[config.mk]
export PLATFORM = sky130hd
export DESIGN_NAME = clk_div_bank
export DESIGN_NICKNAME = d
export VERILOG_FILES = /design/src/rtl/clk_div_bank.sv
export SDC_FILE = /design/constraint.sdc
export NUM_CORES = 1
export LEC_CHECK = 0
export ABC_AREA = 1
export CAP_MARGIN = 15
export CORE_MARGIN = 3
export CORE_UTILIZATION = 55
export CTS_BUF_LIST = sky130_fd_sc_hd__clkbuf_8
export CTS_CLUSTER_SIZE = 12
export DETAILED_ROUTE_END_ITERATION = 6
export PLACE_DENSITY_LB_ADDON = 0.25
export SLEW_MARGIN = 10
export SYNTH_ARGS = -nofsm -noshare
export SYNTH_HDL_FRONTEND = slang
export SYNTH_SLANG_ARGS = --single-unit
[constraint.sdc]
create_clock -name clk -period 10.48 [get_ports clk]
set_input_delay 2.096 -clock clk [delete_from_list [all_inputs] [get_ports clk]]
set_output_delay 2.096 -clock clk [all_outputs]
set_load 0.005 [all_outputs]
[src/rtl/clk_div_bank.sv]
// rtl/clk_div_bank.sv - bank of runtime-programmable clock dividers with shared sync
// Divisor writes land in a shadow and reach the counter only at a point where no half-period is cut short.
module clk_div_bank #(
  parameter int N_CH        = 4,
  parameter int CNT_W       = 24,
  parameter int DEFAULT_DIV = 1,
  localparam int CH_W       = (N_CH > 1) ? $clog2(N_CH) : 1
) (
  input  logic              clk,
  input  logic              rst,
  input  logic [N_CH-1:0]   en,
  input  logic              sync,
  input  logic              cfg_we,
  input  logic [CH_W-1:0]   cfg_ch,
  input  logic [CNT_W-1:0]  cfg_div,
  output logic [N_CH-1:0]   cfg_pend,
  output logic [N_CH-1:0]   div_clk,
  output logic [N_CH-1:0]   tick
);

  localparam logic [CNT_W-1:0] DEF_DIV  = CNT_W'(DEFAULT_DIV);
  localparam logic [CH_W:0]    N_CH_EXT = (CH_W + 1)'(N_CH);

  logic [CNT_W-1:0] cnt [N_CH];
  logic [CNT_W-1:0] act [N_CH];
  logic [CNT_W-1:0] shd [N_CH];

  logic             ch_ok;
  logic [N_CH-1:0]  wr_hit;
  logic [N_CH-1:0]  term;
  logic [N_CH-1:0]  apply;

  assign ch_ok = ({1'b0, cfg_ch} < N_CH_EXT);

  // apply marks edges where swapping the divisor cannot shorten or stretch a half-period
  always_comb begin
    wr_hit = '0;
    term   = '0;
    apply  = '0;
    for (int i = 0; i < N_CH; i++) begin
      wr_hit[i] = cfg_we && ch_ok && (cfg_ch == CH_W'(i));
      term[i]   = (cnt[i] >= act[i]);
      apply[i]  = sync || !en[i] || term[i];
    end
  end

  always_ff @(posedge clk or posedge rst) begin
    if (rst) begin
      for (int i = 0; i < N_CH; i++) begin
        cnt[i] <= '0;
        act[i] <= DEF_DIV;
        shd[i] <= DEF_DIV;
      end
      cfg_pend <= '0;
      div_clk  <= '0;
      tick     <= '0;
    end else begin
      for (int i = 0; i < N_CH; i++) begin
        if (sync) begin
          cnt[i]     <= '0;
          div_clk[i] <= 1'b0;
          tick[i]    <= 1'b0;
        end else if (en[i]) begin
          if (term[i]) begin
            cnt[i]     <= '0;
            div_clk[i] <= ~div_clk[i];
            tick[i]    <= 1'b1;
          end else begin
            cnt[i]  <= cnt[i] + CNT_W'(1);
            tick[i] <= 1'b0;
          end
        end else begin
          tick[i] <= 1'b0;
        end

        // A write on an apply edge bypasses the shadow so the newest value wins
        if (wr_hit[i]) begin
          shd[i] <= cfg_div;
          if (apply[i]) begin
            act[i]      <= cfg_div;
            cfg_pend[i] <= 1'b0;
          end else begin
            cfg_pend[i] <= 1'b1;
          end
        end else if (apply[i] && cfg_pend[i]) begin
          act[i]      <= shd[i];
          cfg_pend[i] <= 1'b0;
        end
      end
    end
  end

endmodule

Yosys cells after proc, flatten, opt, wreduce, memory -nomap -nowiden
Index checks and enable logic that the tools add are counted.

Muxes and demuxes: 60. Equality and inequality tests: 7. $add $sub $neg: 4. Order comparisons: 4. Bitwise operators: 4. Reduce and logical (&&, ||, !) cells: 41.

Operator list (count): 2-to-1 mux 24 bit (24); adder 24 x 1 -> 24 bit (second input constant) (4); >= comparator 24 bit (4); 2-to-1 mux 1 bit (36); nonzero test 2 bit (12); AND reduction 2 bit (8); logical AND 1 bit (8); logical OR 1 bit (8); != test 2 x 1 -> 1 bit (second input constant) (4); equality test 2 bit (second input constant) (2); logical NOT 1 bit (4); NOT 1 bit (4); equality test 2 x 1 -> 1 bit (second input constant) (1); logical NOT 2 bit (1).

Output and inout bits: 12. Flip-flop bits (word level): 300.

Logic depth before layout (Yosys ltp)
Depth after elaboration: 6. Depth in mapped cells: 15. Gate-level depth less buffers: 14.

Least setup slack after synthesis
OpenSTA, ideal clock, no wires.

Path type: input-to-reg. Start: input port sync. End: register act[1] (netlist bit). Data required time: 10.363 ns. Cell stages on the path: 7. Arrival: 2.935 ns. Buffers on the path: 2. Setup slack: 7.428 ns. Path through: inv_1 -> nand2_1 -> nand3b_2 -> buf_6 -> buf_6 -> nand3_1 -> nand2_1.

Cells in the longest elaborated chain, start to end: 5.

RTL lines: start, declared (line 12) `input logic sync,`; logical OR 1 bit (*) (2 in a row) (line 43) `apply[i] = sync || !en[i] || term[i];`; logical AND 1 bit (line 85) `end else if (apply[i] && cfg_pend[i]) begin`; nonzero test 2 bit (no source line); AND reduction 2 bit (no source line) (*); end signal, assigned by index (line 80) `act[i] <= cfg_div;`; end signal, assigned by index (line 86) `act[i] <= shd[i];`; end, declared (line 25) `logic [CNT_W-1:0] act [N_CH];`.

Mark *: on every way between the ends. The rest lies on a longest branch, timed or not. A chain may end at the register's enable or synchronous reset.

Worst setup path in the final report
Start: input port sync. End: register act[36] (netlist bit).

Same word-level chain as after synthesis.

==> results.toml <==
[critical_path]
crit_family = "buffers and inverters"
r2r_slack_ns = 7.67
r2r_start = "cnt[24]$_DFFE_PP0P_"
path_class = "in2reg"
end_kind = "flip-flop"
crit_top_cell = "nand2_1"
path_buf_inv = 3
cp-start-kind = "input pin"
worstPathMaxFanout = 26
crit_arrival_ns = 4.84
worstRegToRegCells = 13
cp_cell_sequence = "clkdlybuf4s50_1, inv_1, nand2_1, nand3b_2, buf_4, nand2_2, nand2_1, nand2_1"
timing.rr.end = "act[36]$_DFFE_PP0P_"
cp_slowest_cell = "clkdlybuf4s50_1"
cp_data_required_time_ns = 10.97
max_stage_delay_ns = 0.64

[clocking]
post_cts_buffers = 0
htreeDepth = 2
ctsResizeCount = 0
clockBufferDepth = 3
clk_pin_slew_ns = 0.06
cts_buffers = 51
postCtsHoldBufs = 0
cts_tree = "yes"
root_buffer = "clkbuf_8"
clock_sinks = 300
clk_latency_ns = 0.57

[sta]
skew_ns = 0.0185
setup_viol = 0
rsz0062_at_grt = "no"
slew_violations = 0
min_period_over_period_pct = 41.5
hold_viol = 0
worst_pin_slew_ns = 1.06
period_needed_ns = 4.35
relSlewSlack_pct = 29.0
fin_tns_setup_ns = 0
max_freq_mhz = 230

[job]
max_cap_viol_count = 0

[grt]
antenna_found_initial = 1
grt_pass1_vias = 12800
gr-max-usage-layer = "met2"
grt_max_degree = 152
grt_use_total_pct = 23.4
grt_remaining_overflow = 0
met1_usage_pct = 32.4
grt_util_met3_pct = 3.98
grtUsageMet2_pct = 38.7
grt_pass1_wl_mm = 60.5

[floorplanning]
die-area_mm2 = 0.0315
die_w_um = 178
rows = 62
die_y_um = 178
pin_count = 46
core_area_mm2 = 0.0289
start_util_pct = 56.1

[worst_hold_path]
hp-start = "act[83]$_DFFE_PP0P_"
hold_class = "reg2reg"
hold_depth = 2
worstHoldEndpoint = "act[83]$_DFFE_PP0P_"

[layout]
finalNonFillerCells = 2483
nets = 2193
drive_gt1_share_pct = 6.43
diodes = 0
area_growth_pct = 10.1

[routing]
wire_per_inst_um = 14.5
drc = 0
via_count = 12900
dr.pass1.iters = 5
vias_per_cell = 5.21
drt_wl_total_mm = 36.0
ant_nets = 0
drt_iter0_drc = 892

[synthesis]
synth_area_leaders = "dfrtp_1 (45%), nand2_1 (15%), ha_1 (7.7%)"
ys_seq_elements = 300
synth_edf_count = 0
synth_top_cell_area_share_pct = 45.1
synth.distinct_cells = 39
synthArstFlopShare_pct = 100
yosysSeqAreaShare_pct = 46.4
synth_ff_type = "dfrtp_1"
synth_common_cells = "nand2_1 (640), dfrtp_1 (292), inv_1 (259)"
avgSynthCellArea_um2 = 8.05
ys_warn_count = 0
syn_nets = 2147
yosys.area.top_type = "dfrtp_1"
synth.cell_area_mm2 = 0.0162
synth.most_common_cell = "nand2_1"
synthCells = 2013

[power_and_ir_drop]
vdd_drop_max_mv = 0.0966
power_density_mw_per_mm2 = 166
power_mw = 2.97
p_leak_nw = 8.94

[placement]
placed_cells = 2390
numPortBuffers = 45
dpl.hpwl_mm = 25.5
place_congestion = 0.903

[outcome]
status = "finished clean"
per-stage QoR:
| stage | instance area [um^2] | util [%] | setup slack, ns | hold slack, ns |
|---|---|---|---|---|
| floorplan | 16200 | - | 0.108 | 0.442 |
| global placement | 16800 | 58.3 | 5.65 | 0.459 |
| detailed placement | 16800 | 58.3 | 5.53 | 0.458 |
| CTS | 17800 | 61.8 | 6.09 | 0.473 |
| global route | 17800 | 61.8 | 5.93 | 0.496 |
| finish | 17800 | 61.8 | 6.13 | 0.471 |
cell families after synthesis:
| kind of cell | after synthesis | share of synthesized area (%) |
|---|---|---|
| buffers and inverters | 324 | 8.47 |
| xor gates and xnor gates | 65 | 3.51 |
| and+or+nand+nor | 991 | 26.0 |
| adders and majority gates | 100 | 7.72 |
| AOI/OAI and AO/OA | 233 | 7.85 |
| DFF | 300 | 46.4 |
layout by cell type (no fill, tap or decap), types with 6 or more instances in the layout:
cell	n
clkdlybuf4s50_1	45
nor2_4	7
xnor2_1	8
nor2_1	114
nor3_1	17
o21ai_1	12
inv_1	283
o22ai_1	48
nor2_2	11
buf_4	9
nand4_1	26
clkinv_2	6
xor2_1	57
clkbuf_8	61
o21ai_0	122
ha_1	100
nand2_2	8
nand3_1	146
a21o_1	9
dfrtp_1	292
dfstp_2	8
nand2_1	640
a21oi_1	36
final cells by class:
cell class	count	area, um^2
flip-flops and latches	300	7520
fillers	2567	11000
repair buffers	55	538
clock inverters	32	154
multi-input cells	1389	7310
clock buffers	61	840
well taps	384	480
inverters	262	991
sequential cells by signal (all words and copies together), names as in the netlist:
| signal | count |
|---|---|
| tick | 4 |
| cnt | 96 |
| div_clk | 4 |
| shd | 96 |
| cfg_pend | 4 |
| act | 96 |
power breakdown:
| group | leakage [nW] | total (mW) | internal (mW) | switching (mW) |
|---|---|---|---|---|
| logic | 4.41 | 0.532 | 0.191 | 0.342 |
| clock network | 0.609 | 1.02 | 0.550 | 0.469 |
| registers | 3.92 | 1.42 | 1.33 | 0.0869 |
how the worst max path moves through the flow:
stage	from	cells past startpoint	slack (ns)	to
4_1_cts	sync	8	6.09	act[91]$_DFFE_PP0P_
5_1_grt	sync	8	5.93	act[36]$_DFFE_PP0P_
3_5_place_dp	sync	8	5.53	act[76]$_DFFE_PP0P_
2_1_floorplan	rst	1	0.11	act[10]$_DFFE_PP0P_
3_3_place_gp	sync	8	5.65	act[73]$_DFFE_PP0P_
6_report	sync	8	6.13	act[36]$_DFFE_PP0P_
layer usage:
metal  vias to the layer above  wire (um)
met5                         -          0
met4                         0        622
met3                        49       1680
met2                       250      16900
met1                      6102      16800
li1                       6528          -
worst reg2reg max path, stage by stage (launching register included):
cell      delay (ns)
dfrtp_1         0.41
inv_1           0.11
ha_1            0.30
nand2_1         0.06
nor2_1          0.03
and2_1          0.14
nor2_1          0.08
nand3_1         0.12
nand2_1         0.15
nand3b_2        0.41
buf_4           0.39
nand2_2         0.35
nand2_1         0.11
nand2_1         0.09
No activity file was read; power rests on OpenSTA's default activity.
